--- config.mk ---
export PLATFORM = sky130hd
export DESIGN_NAME = hex_scan_ctrl
export DESIGN_NICKNAME = d
export VERILOG_FILES = /design/src/rtl/hex_scan_ctrl.sv
export SDC_FILE = /design/constraint.sdc
export NUM_CORES = 1
export LEC_CHECK = 0
export ABC_AREA = 1
export BUFFER_PORTS_ARGS = -buffer_cell sky130_fd_sc_hd__buf_2
export CELL_PAD_IN_SITES_DETAIL_PLACEMENT = 0
export CELL_PAD_IN_SITES_GLOBAL_PLACEMENT = 1
export CORE_ASPECT_RATIO = 1.25
export CORE_MARGIN = 5
export CORE_UTILIZATION = 43
export CTS_CLUSTER_DIAMETER = 60
export CTS_CLUSTER_SIZE = 10
export DETAILED_ROUTE_END_ITERATION = 10
export GPL_TIMING_DRIVEN = 0
export PLACE_DENSITY = 0.8
export SLEW_MARGIN = 0
export SYNTH_ARGS = -nofsm -noshare
export SYNTH_HDL_FRONTEND = slang
export SYNTH_SLANG_ARGS = --single-unit
--- constraint.sdc ---
create_clock -name clk_i -period 2.4 [get_ports clk_i]
set_input_delay 0.36 -clock clk_i [delete_from_list [all_inputs] [get_ports clk_i]]
set_output_delay 0.36 -clock clk_i [all_outputs]
set_load 0.01 [all_outputs]
--- src/rtl/hex_scan_ctrl.sv ---
// hex_scan_ctrl: time-multiplexes one shared 7-segment nibble decoder across
// DIGITS display positions.
//
// The scanner walks the positions in order. Each position gets a slot of DIV
// clocks, and the first BLANK clocks of every slot are dark so the previous
// digit's segments cannot ghost onto the next digit.
//
// Digit values are double-buffered. A load outside a frame boundary lands in
// the pending buffer. The displayed buffer only changes on a frame transfer, so
// a frame never mixes old and new digits. A load that coincides with the
// transfer itself bypasses the pending buffer and is shown straight away.
//
// All outputs come from flops. Their next values are decoded from the
// next-state signals, so each output changes on the same edge as the state
// that defines it.
module hex_scan_ctrl #(
  parameter int DIGITS = 4,
  parameter int DIV    = 1000,
  parameter int BLANK  = 2
) (
  input  logic                clk_i,
  input  logic                rst_i,
  input  logic                en_i,
  input  logic                load_i,
  input  logic [4*DIGITS-1:0] digits_in_i,
  input  logic [DIGITS-1:0]   blank_mask_i,
  output logic [3:0]          hex_h_o,
  output logic [DIGITS-1:0]   an_o,
  output logic                frame_done_o,
  output logic                pend_valid_o
);

  // Counter widths: at least one bit each, so DIV=2 and DIGITS=1 still build.
  localparam int CW = (DIV > 1) ? $clog2(DIV) : 1;
  localparam int IW = (DIGITS > 1) ? $clog2(DIGITS) : 1;

  localparam logic [CW-1:0] CNT_ZERO = CW'(0);
  localparam logic [CW-1:0] CNT_ONE  = CW'(1);
  localparam logic [CW-1:0] CNT_MAX  = CW'(DIV - 1);
  localparam logic [CW-1:0] BLANK_C  = CW'(BLANK);
  localparam logic [IW-1:0] IDX_ZERO = IW'(0);
  localparam logic [IW-1:0] IDX_ONE  = IW'(1);
  localparam logic [IW-1:0] IDX_MAX  = IW'(DIGITS - 1);

  typedef enum logic [0:0] {
    S_IDLE = 1'b0,
    S_SCAN = 1'b1
  } state_e;

  // Scan sequencing state.
  state_e                state_q, state_d;
  logic [IW-1:0]         idx_q, idx_d;
  logic [CW-1:0]         cnt_q, cnt_d;

  // Double-buffered digit data.
  logic [4*DIGITS-1:0]   pending_q, pending_d;
  logic [DIGITS-1:0]     pend_mask_q, pend_mask_d;
  logic                  pend_valid_q, pend_valid_d;
  logic [4*DIGITS-1:0]   active_q, active_d;
  logic [DIGITS-1:0]     act_mask_q, act_mask_d;

  // Output flops and their next values.
  logic [3:0]            hex_q, hex_d;
  logic [DIGITS-1:0]     an_q, an_d;
  logic                  frame_done_q, frame_done_d;

  // A frame transfer happens on this edge.
  logic                  xfer_s;
  // The next slot position is past its blanking window.
  logic                  lit_s;

  // Next-state logic for the scan sequencer.
  always_comb begin
    state_d = state_q;
    idx_d   = idx_q;
    cnt_d   = cnt_q;
    xfer_s  = 1'b0;
    case (state_q)
      S_IDLE: begin
        if (en_i) begin
          // Enabling starts a fresh frame, so it loads new digits as well.
          state_d = S_SCAN;
          idx_d   = IDX_ZERO;
          cnt_d   = CNT_ZERO;
          xfer_s  = 1'b1;
        end else begin
          state_d = S_IDLE;
        end
      end
      S_SCAN: begin
        if (!en_i) begin
          state_d = S_IDLE;
          idx_d   = IDX_ZERO;
          cnt_d   = CNT_ZERO;
        end else if (cnt_q == CNT_MAX) begin
          cnt_d = CNT_ZERO;
          if (idx_q == IDX_MAX) begin
            // Last cycle of the frame: wrap to digit 0 and swap buffers.
            idx_d  = IDX_ZERO;
            xfer_s = 1'b1;
          end else begin
            idx_d = idx_q + IDX_ONE;
          end
        end else begin
          cnt_d = cnt_q + CNT_ONE;
        end
      end
      default: begin
        state_d = S_IDLE;
        idx_d   = IDX_ZERO;
        cnt_d   = CNT_ZERO;
      end
    endcase
  end

  // Buffer update: a transfer takes either the bypassed load or the pending data.
  always_comb begin
    pending_d    = pending_q;
    pend_mask_d  = pend_mask_q;
    pend_valid_d = pend_valid_q;
    active_d     = active_q;
    act_mask_d   = act_mask_q;
    if (xfer_s) begin
      if (load_i) begin
        active_d   = digits_in_i;
        act_mask_d = blank_mask_i;
      end else if (pend_valid_q) begin
        active_d   = pending_q;
        act_mask_d = pend_mask_q;
      end else begin
        active_d   = active_q;
        act_mask_d = act_mask_q;
      end
      pend_valid_d = 1'b0;
    end else if (load_i) begin
      // A later load simply overwrites an earlier one.
      pending_d    = digits_in_i;
      pend_mask_d  = blank_mask_i;
      pend_valid_d = 1'b1;
    end else begin
      pend_valid_d = pend_valid_q;
    end
  end

  // With no blanking every slot cycle is lit, so no comparison is needed.
  generate
    if (BLANK == 0) begin : g_no_blank
      assign lit_s = 1'b1;
    end else begin : g_blank
      assign lit_s = (cnt_d >= BLANK_C);
    end
  endgenerate

  // Output decode from the next state so the output flops line up with the state.
  always_comb begin
    hex_d        = 4'h0;
    an_d         = '0;
    frame_done_d = 1'b0;
    if (state_d == S_SCAN) begin
      for (int k = 0; k < DIGITS; k++) begin
        if (idx_d == IW'(k)) begin
          hex_d   = active_d[4*k +: 4];
          an_d[k] = lit_s & ~act_mask_d[k];
        end else begin
          an_d[k] = 1'b0;
        end
      end
      frame_done_d = (cnt_d == CNT_MAX) && (idx_d == IDX_MAX);
    end else begin
      hex_d        = 4'h0;
      an_d         = '0;
      frame_done_d = 1'b0;
    end
  end

  // State, buffer and output registers with asynchronous clear.
  always_ff @(posedge clk_i or posedge rst_i) begin
    if (rst_i) begin
      state_q      <= S_IDLE;
      idx_q        <= IDX_ZERO;
      cnt_q        <= CNT_ZERO;
      pending_q    <= '0;
      pend_mask_q  <= '0;
      pend_valid_q <= 1'b0;
      active_q     <= '0;
      act_mask_q   <= '0;
      hex_q        <= 4'h0;
      an_q         <= '0;
      frame_done_q <= 1'b0;
    end else begin
      state_q      <= state_d;
      idx_q        <= idx_d;
      cnt_q        <= cnt_d;
      pending_q    <= pending_d;
      pend_mask_q  <= pend_mask_d;
      pend_valid_q <= pend_valid_d;
      active_q     <= active_d;
      act_mask_q   <= act_mask_d;
      hex_q        <= hex_d;
      an_q         <= an_d;
      frame_done_q <= frame_done_d;
    end
  end

  assign hex_h_o      = hex_q;
  assign an_o         = an_q;
  assign frame_done_o = frame_done_q;
  assign pend_valid_o = pend_valid_q;

endmodule

; Yosys cells after proc, flatten, opt, wreduce, memory -nomap -nowiden
; Index checks and enable logic that the tools add are counted.
; W data, S select, Z words.
[classes]
addsub = 2
n_lt_le_gt_ge = 1
eq_ne = 6
n_mux = 33
bitwise = 10
reduce_logical = 4
[ops]
columns = operator, count
row1 = $mux W16, 3
row2 = $mux W4, 9
row3 = $mux W10, 3
row4 = $eq A10 B10 Y1 const B, 2
row5 = $pmux W10 S2, 1
row6 = $mux W1, 11
row7 = $add A10 B1 Y10 const B, 1
row8 = $ge A10 B2 Y1 const B, 1
row9 = $mux W2, 4
row10 = $eq A2 B2 Y1 const B, 3
row11 = $not A1 Y1, 6
row12 = $and A1 B1 Y1, 4
row13 = $pmux W2 S2, 1
row14 = $add A2 B1 Y2 const B, 1
row15 = $eq A2 B1 Y1 const B, 1
row16 = $logic_not A2 Y1, 1
row17 = $pmux W1 S2, 1
row18 = $reduce_and A2 Y1, 1
row19 = $reduce_bool A2 Y1, 1
row20 = $logic_and A1 B1 Y1, 1
[word_totals]
register_bits = 63
input_bits = 24
out_inout_bits = 10
elab_cells = 67

; Longest topological paths before layout
; Gate-level depths: netlist (run 1).
[depth]
word_depth = 11
depth_mapped = 14
depth_no_buf = 13

; Worst setup path after synthesis (run 1)
; Ideal clock, no wire load.
[synth_timing]
kind = register to register
start = register cnt_q[1]
end = register pending_q[0]
setup_ns = 0.125
t_arrival_ns = 1.607
required_ns = 2.275
setup_slack_ns = 0.668
path_stages_with_launch = 10
path_buffers = 1
period_less_slack_ns = 1.732
cell_sequence = dfrtp_1 ha_1 nand2_2 nor2_4 nand3_2 nand2_2 nand2_4 nand2_2 buf_6 mux2_2
[synth_via]
elab_chain_len = 6
[synth_rtl]
columns = item, line_no
row1 = from (decl), 53  ; logic [CW-1:0] cnt_q, cnt_d;
row2 = from (signal assigned), 193  ; cnt_q <= cnt_d;
row3 = $eq A10 B10 Y1, 95  ; end else if (cnt_q == CNT_MAX) begin
row4 = $mux W1, 95
row5 = $mux W1, 91  ; if (!en_i) begin
row6 = $pmux W1 S2, 78  ; case (state_q)
row7 = $not A1 Y1 (no source line), -
row8 = $reduce_and A2 Y1 (no source line), -
row9 = to (signal assigned), 194  ; pending_q <= pending_d;
row10 = to (decl), 56  ; logic [4*DIGITS-1:0] pending_q, pending_d;
; No other way between the ends.
; A chain may end at the register's enable or synchronous reset.

; Final worst setup path (run 1)
[layout_timing]
start = register cnt_q[1]
end = register pending_q[5]
; The elaborated chain is that of the path after synthesis.

==> results.md, run 1 <==
* Status: finished, final reports clean
* Final count of negative-setup-slack endpoints at 0
* Synth cell types at 30
* Initial Utilization at 44.0%
* PortBufs at 32
* Mapped Area at 3450 um^2
* CTS root buf: clkbuf_8
* CP Data Required Time at 2.60 ns
* Switch share at 29.0%
* Vias per inst at 4.86
* Area share of the largest cell type after synthesis at 45.7%
* MaxCap Viol Count at 0
* FF+latch count, synth at 63
* Final period utilization at 88.8%
* CTS Buffer Depth at 2
* Crit-path leading delay family: simple AND/OR/NAND/NOR gates
* Worst-margin pin slew at 0.566 ns
* Vias at 2922
* Hold_ws at 0.0709 ns
* Pleak at 2.09 nW
* Placed cells at 585
* Rows at 36
* Die Area at 9930 um^2
* CP startpoint kind: flip-flop
* CP Buf/Inv Count at 1
* Maximum VDD drop at 519 uV
* Final net count at 527
* Remaining Overflow, GRT at 0
* Post-synthesis sequential area ratio at 45.7%
* CP max-delay cell: clkbuf_1
* WL/cell at 14.2 um
* Multi-input gate area at 1550 um^2
* Logic pwr share at 18.0%
* Hold_buf cts at 0
* Initial antenna violation count at 0
* Internal power at 1.86 mW
* DRC at 0
* GP Congestion at 0.832
* Seq. cell area at 1580 um^2
* Clock share of power at 34.7%
* Core area at 7840 um^2
* Fin Clk Skew at 0.00905 ns
* Clock Pin Slew Worst Setup and Hold Paths at 0.07 ns
* Count of non-filler cells in the finished layout at 601
* CP Class: reg -> reg
* Hold Vio Cnt, Final at 0
* H-Tree Depth at 3
* YS warnings at 0
* Top post-synthesis cells by area: dfrtp_1 (46%), nand2_1 (17%), inv_1 (5.7%)
* Die Ht at 110 um
* Setup Fix Bufs, Post-CTS at 0
* P_sw at 760 uW
* Min-delay worst type: in -> async
* Period minus WS final at 2.13 ns
* RSZ-0062 raised after global routing: false
* Mapped Avg Cell Area at 7.55 um^2
* Synth top cells by count: nand2_1 (160), dfrtp_1 (63), inv_1 (52)
* DR pass1 iterations at 4
* Clock sinks at 63
* CP Max Fanout at 10
* Setup crit end kind: flip-flop
* Global-route usage over all layers at 18.6%
* Pin count of the biggest net entering global routing at 40
* Fill count at 829
* Post-Synthesis Cells at 457
* Iter 0 DRT Violations at 101
* Vias in the first global route at 2997
* Syn_nets at 483
* Dominant synthesized flop cell: dfrtp_1
* Ports at 34
* Inserted Clock Buffers at 9
* Count leader, synth: nand2_1
* Clock Latency Late Sink at 0.34 ns
* Ant. Diodes at 0
* P per Cell Area at 665 nW/um^2
* CTS tree: yes
* Resize count post-CTS at 0
* Most frequent CP cell: nand2_2
* Crit path cell chain: ha_1 > nand2_2 > nor2_4 > nand3_2 > nand2_2 > nand2_4 > nand2_2 > clkbuf_1 > o21ai_0
* Total wire length at 8.51 mm
* Top cell type by total area after synthesis: dfrtp_1
* Slew Viols, Final at 0
* Layout cells sized above 1 at 18.4%
* Die W at 90.1 um
* ANT nets after route at 0
* Post-synthesis async set-or-reset flop share at 100%
* First-pass GRT wire length at 14.6 mm
* Sequential share of power at 47.3%
* Arrival @ worst endpoint at 2.33 ns
* FMAX at 469 MHz
* Area grow syn2layout at 14.2%
* Worst path max stage delay at 0.43 ns
* Slew margin rel. at 62.2%
* EDFF count, synth at 0
* Placed wire-length estimate at 6.36 mm
==> state kept, by name, indices dropped and copies added (netlist names) <==
name	flops
active_q	16
pending_q	16
cnt_q	10
act_mask_q	4
an_o	4
hex_h_o	4
pend_mask_q	4
idx_q	2
frame_done_o	1
pend_valid_o	1
state_q	1
==> worst paths after layout <==
check | start | end | slack [ns] | depth (start not counted)
min in group clk_i | en_i | state_q$_DFF_PP0_ | 0.14 | 1
worst min-delay path | rst_i | hex_h_o[1]$_DFF_PP0_ | 0.07 | 2
max in group asynchronous | rst_i | active_q[2]$_DFF_PP0_ | 1.72 | 3
worst max-delay path | cnt_q[1]$_DFF_PP0_ | pending_q[5]$_DFFE_PP0P_ | 0.27 | 9
worst max register to register | cnt_q[1]$_DFF_PP0_ | pending_q[5]$_DFFE_PP0P_ | 0.27 | 9
worst min register to register | pending_q[8]$_DFFE_PP0P_ | pending_q[8]$_DFFE_PP0P_ | 0.48 | 2
==> area by class of cell <==
type	count	share of cell area, %
Sequential cell	63	40.0
Multi-Input combinational cell	320	39.4
Inverter	56	5.40
Timing Repair Buffer	33	4.57
Clock buffer	13	3.78
Tap cell	95	3.02
Buffer	18	2.76
Clock inverter	3	1.08
==> power groups by stage <==
stage	Combinational (mW)	Sequential, mW	Clock [mW]
after floorplan	0.339	1.25	0
final	0.473	1.24	0.909
after CTS	0.480	1.24	0.934
after detailed placement	0.477	1.26	0
after global placement	0.468	1.25	0
after global routing	0.555	1.25	0.979
==> stage by stage <==
| step | instance area (um^2) | total power [mW] | utilization [%] | setup TNS (ns) | worst slack (ns) |
|---|---|---|---|---|---|
| after global routing | 3940 | 2.79 | 50.3 | 0 | 0.0891 |
| after detailed placement | 3750 | 1.74 | 47.8 | 0 | 0.247 |
| after CTS | 3940 | 2.65 | 50.3 | 0 | 0.233 |
| after global placement | 3730 | 1.72 | 47.6 | -26.53 | -0.425 |
| final | 3940 | 2.62 | 50.3 | 0 | 0.270 |
| after floorplan | 3450 | 1.59 | - | 0 | 0.470 |
==> kinds of logic (layout without fill, tap and decap cells) <==
family	after synthesis	after routing	synth area share, %
simple gates	257	257	32.1
mux	12	12	3.77
compound gates	49	49	8.38
flops	63	63	45.7
fa+ha+maj	2	2	0.725
buf+inv	74	123	9.32
==> cells in the final DEF, fill, tap and decap left out, drive strengths merged, types with 8 or more instances in the layout <==
cell	instances
buf	45
nand2	168
mux2	8
o21ai	37
inv	56
nand3	41
nor2	40
clkbuf	19
dfrtp	63
==> layer usage <==
metal / routed length, um / GRT usage (%)
met1: 3740 / 22.1
met3: 190 / 2.65
met4: 197 / 9.04
met5: 0 / 0
met2: 4370 / 33.3
Note: power is estimated with default switching activity, not from simulation.
==> run 2: changes to the inputs <==
- CORE_UTILIZATION: 43 -> 40
- PLACE_DENSITY: 0.8 -> 0.75
- SLEW_MARGIN: 0 -> not set
==> results.md, run 2 (synthesized netlist as in run 1, its figures left out) <==
* CP max-delay cell: dfrtp_1
* Count of non-filler cells in the finished layout at 606
* Clock Latency Late Sink at 0.34 ns
* H-Tree Depth at 3
* GP Congestion at 0.816
* PortBufs at 32
* CTS tree: yes
* WL/cell at 14.0 um
* P per Cell Area at 716 nW/um^2
* Internal power at 2.07 mW
* First-pass GRT wire length at 14.5 mm
* Remaining Overflow, GRT at 0
* Area grow syn2layout at 16.0%
* Largest regs: active_q (16), pending_q (16), cnt_q (10)
* Sequential share of power at 43.4%
* Clock Pin Slew Worst Setup and Hold Paths at 0.07 ns
* Pleak at 2.11 nW
* Status: finished, final reports clean
* Hold Vio Cnt, Final at 0
* Met1 usage in global routing at 21.3%
* FMAX at 509 MHz
* CP Class: reg -> reg
* Slew margin rel. at 59.6%
* Final core utilization at 46.8%
* Maximum VDD drop at 458 uV
* Inserted Clock Buffers at 9
* Hold_buf cts at 0
* Met2 usage at 29.9%
* Clock share of power at 40.0%
* Final net count at 527
* Min-delay worst type: in -> async
* Switch share at 27.6%
* Crit path cell chain: ha_1 > nand2_2 > nor2_4 > nand3_2 > nand2_2 > nand2_4 > nand2_2 > buf_6 > mux2_2
* CP startpoint kind: flip-flop
* Die Area at 10600 um^2
* Ant. Diodes at 0
* MaxCap Viol Count at 0
* Most common cell after layout, fill and taps aside: nand2_1
* Multi-input gate area at 1550 um^2
* Overall power at 2.86 mW
* Seq. cell area at 1580 um^2
* Arrival @ worst endpoint at 2.19 ns
* CTS Buffer Depth at 2
* Vias at 2923
* Setup Fix Bufs, Post-CTS at 0
* Final count of negative-setup-slack endpoints at 0
* CTS root buf: clkbuf_8
* Fill count at 893
* Most frequent CP cell: nand2_2
* Worst-margin pin slew at 0.604 ns
* ANT nets after route at 0
* Core area at 8560 um^2
* Slew Viols, Final at 0
* CP Data Required Time at 2.63 ns
* Setup crit end kind: flip-flop
* Worst path max stage delay at 0.39 ns
* Vias per inst at 4.82
* R2R Setup Slk at 0.43 ns
* DR pass1 iterations at 4
* Rows at 38
* CP Max Fanout at 10
* Clock sinks at 63
* Most frequent cells in the layout: nand2_1 (160), dfrtp_1 (63), inv_1 (51)
* Pin count of the biggest net entering global routing at 37
* Iter 0 DRT Violations at 140
* Period minus WS final at 1.97 ns
* Placed wire-length estimate at 6.48 mm
* Vias in the first global route at 3020
* Logic pwr share at 16.6%
* Hold_ws at 0.0815 ns
* Layout cells sized above 1 at 18.8%
* Die W at 93.1 um
* P_sw at 792 uW
* RSZ-0062 raised after global routing: false
* Total wire length at 8.50 mm
* Resize count post-CTS at 0
* Placed cells at 590
* Final period utilization at 81.9%
* Initial Utilization at 40.3%
* Global-route usage over all layers at 17.6%
* DRC at 0
* Initial antenna violation count at 0
* Met3 usage at 3.17%
* GRT Max-Usage Layer: met2
* Ports at 34
* Fin Clk Skew at 0.00925 ns
* Die Ht at 114 um
* TNS Setup at 0 ns
-- run 2: critical path: cells and delay by family (launching register included) --
kind,cells,cell delay (ns)
adder cells (fa/ha/maj),1,0.25
buffers and inverters,1,0.18
flip-flops,1,0.39
multiplexers,1,0.34
AND/OR/NAND/NOR,6,0.69
-- run 2: path summary, 6_finish.rpt --
kind | from | endpoint | cells past startpoint
max | cnt_q[1]$_DFF_PP0_ | pending_q[1]$_DFFE_PP0P_ | 9
min | rst_i | act_mask_q[0]$_DFF_PP0_ | 2
max reg2reg | cnt_q[1]$_DFF_PP0_ | pending_q[1]$_DFFE_PP0P_ | 9
min reg2reg | pending_q[8]$_DFFE_PP0P_ | pending_q[8]$_DFFE_PP0P_ | 2
max in group asynchronous | rst_i | active_q[5]$_DFF_PP0_ | 3
min in group clk_i | en_i | state_q$_DFF_PP0_ | 1
-- run 2: power by group through the flow --
| stage | Clock, mW | Combinational (mW) | Sequential (mW) |
|---|---|---|---|
| final | 1.15 | 0.474 | 1.24 |
| after global routing | 1.22 | 0.550 | 1.26 |
| after CTS | 1.17 | 0.481 | 1.24 |
| after detailed placement | 0 | 0.480 | 1.26 |
| after global placement | 0 | 0.469 | 1.26 |
| after floorplan | 0 | 0.339 | 1.25 |
-- run 2: layer usage --
| metal | part of all wire (%) | vias to the layer above |
|---|---|---|
| met5 | 0 | - |
| met4 | 3.0 | 0 |
| met3 | 2.7 | 20 |
| met2 | 50 | 51 |
| met1 | 44 | 1328 |
| li1 | - | 1524 |
-- run 2: layout make-up --
cell class,instances,area share [%]
inverters,56,5.31
well taps,100,3.13
flip-flops and latches,63,39.4
multi-input cells,320,38.8
clock buffers,11,3.53
clock inverters,5,2.63
repair buffers,33,4.50
plain buffers,18,2.72
-- run 2: per-stage QoR --
stage	area [um^2]	setup WS, ns
after floorplan	3450	0.470
after global placement	3740	-0.402
after detailed placement	3760	0.368
after CTS	4000	0.387
after global routing	4000	0.139
final	4000	0.434
==> run 3: changes to the inputs <==
- CORE_UTILIZATION: 40 -> 39
- PLACE_DENSITY: 0.75 -> 0.76
- clock period: 2.4 -> 1.7 ns (I/O delays scaled with it)
==> results.md, run 3 (synthesized netlist as in run 1, its figures left out) <==
* Reg-to-reg endpoint: hex_h_o[1]$_DFF_PP0_
* H-Tree Depth at 3
* Placed cell area at 3790 um^2
* Stages on worst setup path at 13
* Final net count at 549
* Count of non-filler cells in the finished layout at 648
* Inserted Clock Buffers at 9
* Hold Vio Cnt, Final at 0
* Most frequent cells in the layout: nand2_1 (117), dfrtp_1 (61), inv_1 (51)
* Ports at 34
* Vias at 3164
* Met3 usage at 3.73%
* Slew Viols, Final at 0
* Period minus WS final at 1.81 ns
* ANT nets after route at 0
* Placed wire-length estimate at 6.52 mm
* R2r startpoint: cnt_q[0]$_DFF_PP0_
* Min-delay worst type: in -> reg
* MaxCap Viol Count at 0
* Final period utilization at 106%
* First-pass GRT wire length at 15.2 mm
* Most common cell after layout, fill and taps aside: nand2_1
* CTS root buf: clkbuf_8
* Die Area at 10800 um^2
* Pleak at 2.43 nW
* Vias per inst at 4.88
* Setup crit end kind: flip-flop
* Core area at 8650 um^2
* CTS tree: yes
* Layout cells sized above 1 at 36.9%
* Final WS setup at -0.108 ns
* Crit-path leading delay family: simple AND/OR/NAND/NOR gates
* Die W at 94.1 um
* CP Buf/Inv Count at 1
* CP startpoint kind: flip-flop
* Remaining Overflow, GRT at 0
* Status: finished with violations
* Rows at 38
* Die Ht at 115 um
* Min-Delay Path Depth at 1
* Global-route usage over all layers at 18.1%
* CP max-delay cell: dfrtp_1
* Worst-margin pin slew at 0.584 ns
* Placed cells at 610
* Fill count at 848
* Finished layout cell area at 4770 um^2
* WL/cell at 14.9 um
* Initial Utilization at 39.9%
* Vias in the first global route at 3136
* P per Cell Area at 968 nW/um^2
* Fin Clk Skew at 0.00796 ns
* GRT Max-Usage Layer: met2
* CP Max Fanout at 5
* Ant. Diodes at 0
* Total wire length at 9.69 mm
* CTS Buffer Depth at 2
* FMAX at 553 MHz
* Final count of negative-setup-slack endpoints at 17
* CP Data Required Time at 1.94 ns
* Hold Startpoint: en_i
* Initial antenna violation count at 0
* Largest regs: active_q (16), pending_q (16), cnt_q (10)
* PortBufs at 32
* CP Class: reg -> reg
* Maximum VDD drop at 628 uV
* DR pass1 iterations at 4
* Arrival @ worst endpoint at 2.05 ns
* Clock sinks at 63
* Pin count of the biggest net entering global routing at 40
* Met1 usage in global routing at 22.6%
* Crit path cell chain: ha_4 > nand2_4 > nor2_4 > nand3_2 > nand2_4 > nand2_8 > buf_8 > nand2_2 > nand2_4 > nand3_2 > nand3_2 > nand2_2 > nand2_1
* Clock Pin Slew Worst Setup and Hold Paths at 0.07 ns
* R2R Setup Slk at -0.11 ns
* Met2 usage at 32.1%
* DRC at 0
* Clock Latency Late Sink at 0.35 ns
* RSZ-0062 raised after global routing: true
* Worst path max stage delay at 0.41 ns
* GP Congestion at 0.796
* Worst R2R Path Depth at 13
* Violated checks: setup timing
* Area grow syn2layout at 38.4%
* Hold path endpoint: state_q$_DFF_PP0_
* Slew margin rel. at 61.0%
* Dpl ws at -0.313 ns
* Iter 0 DRT Violations at 145
## run 3: changes by cell type in the layout (fill, tap and decap cells not counted), moves of 10 or more
cell / change
o21ai_0: -12
nand2_4: +10
nand2_2: +31
buf_4: +11
nand2_1: -43
nor2_1: -12
## run 3: where the power goes
part	switching [mW]	internal [mW]	total, mW
combinational	0.536	0.393	0.929
sequential	0.113	1.67	1.78
clock	0.631	1.28	1.91
## run 3: how the worst max path moves through the flow
stage	start	end	slack, ns
2_1_floorplan	cnt_q[1]$_DFF_PP0_	pending_q[0]$_DFFE_PP0P_	0.002
3_3_place_gp	cnt_q[1]$_DFF_PP0_	pend_mask_q[0]$_DFFE_PP0P_	-0.25
3_5_place_dp	cnt_q[1]$_DFF_PP0_	pending_q[7]$_DFFE_PP0P_	-0.31
4_1_cts	cnt_q[1]$_DFF_PP0_	an_o[3]$_DFF_PP0_	-0.15
5_1_grt	idx_q[1]$_DFF_PP0_	hex_h_o[2]$_DFF_PP0_	-0.21
6_report	cnt_q[0]$_DFF_PP0_	hex_h_o[1]$_DFF_PP0_	-0.11
## run 3: layout make-up
type / instances / area [um^2] / share of cell area [%]
Clock inverter: 7 / 168 / 3.51
Timing Repair Buffer: 55 / 449 / 9.41
Sequential cell: 63 / 1580 / 33.1
Buffer: 18 / 150 / 3.14
Clock buffer: 9 / 124 / 2.59
Tap cell: 120 / 150 / 3.14
Multi-Input combinational cell: 320 / 1930 / 40.4
Inverter: 56 / 224 / 4.69
## run 3: layer usage
metal / up-vias / routed length [um]
met5: - / 0
met4: 0 / 177
met3: 15 / 239
met2: 51 / 5270
met1: 1519 / 4000
li1: 1579 / -
## run 3: through the flow
stage / utilization, % / hold WS, ns / TNS (ns) / total power, mW
5_1_grt: 55.2 / 0.0279 / -3.54 / 4.84
6_report: 55.2 / 0.0304 / -1.02 / 4.62
4_1_cts: 51.4 / 0.0247 / -2.04 / 4.48
3_3_place_gp: 43.6 / 0.386 / -6.05 / 2.44
2_1_floorplan: - / 0.286 / 0 / 2.25
3_5_place_dp: 43.8 / 0.348 / -6.40 / 2.47
## run 3: repair_timing
action / 4_1_cts / 5_1_grt
pin swaps: 30 / 23
gates resized for setup: 60 / 87
cloned: 2 / 2
endpoints found under the hold margin: 24 / 0
hold buffers: 1 / 0
setup buffers: 15 / 3
setup endpoints to repair: 33 / 41
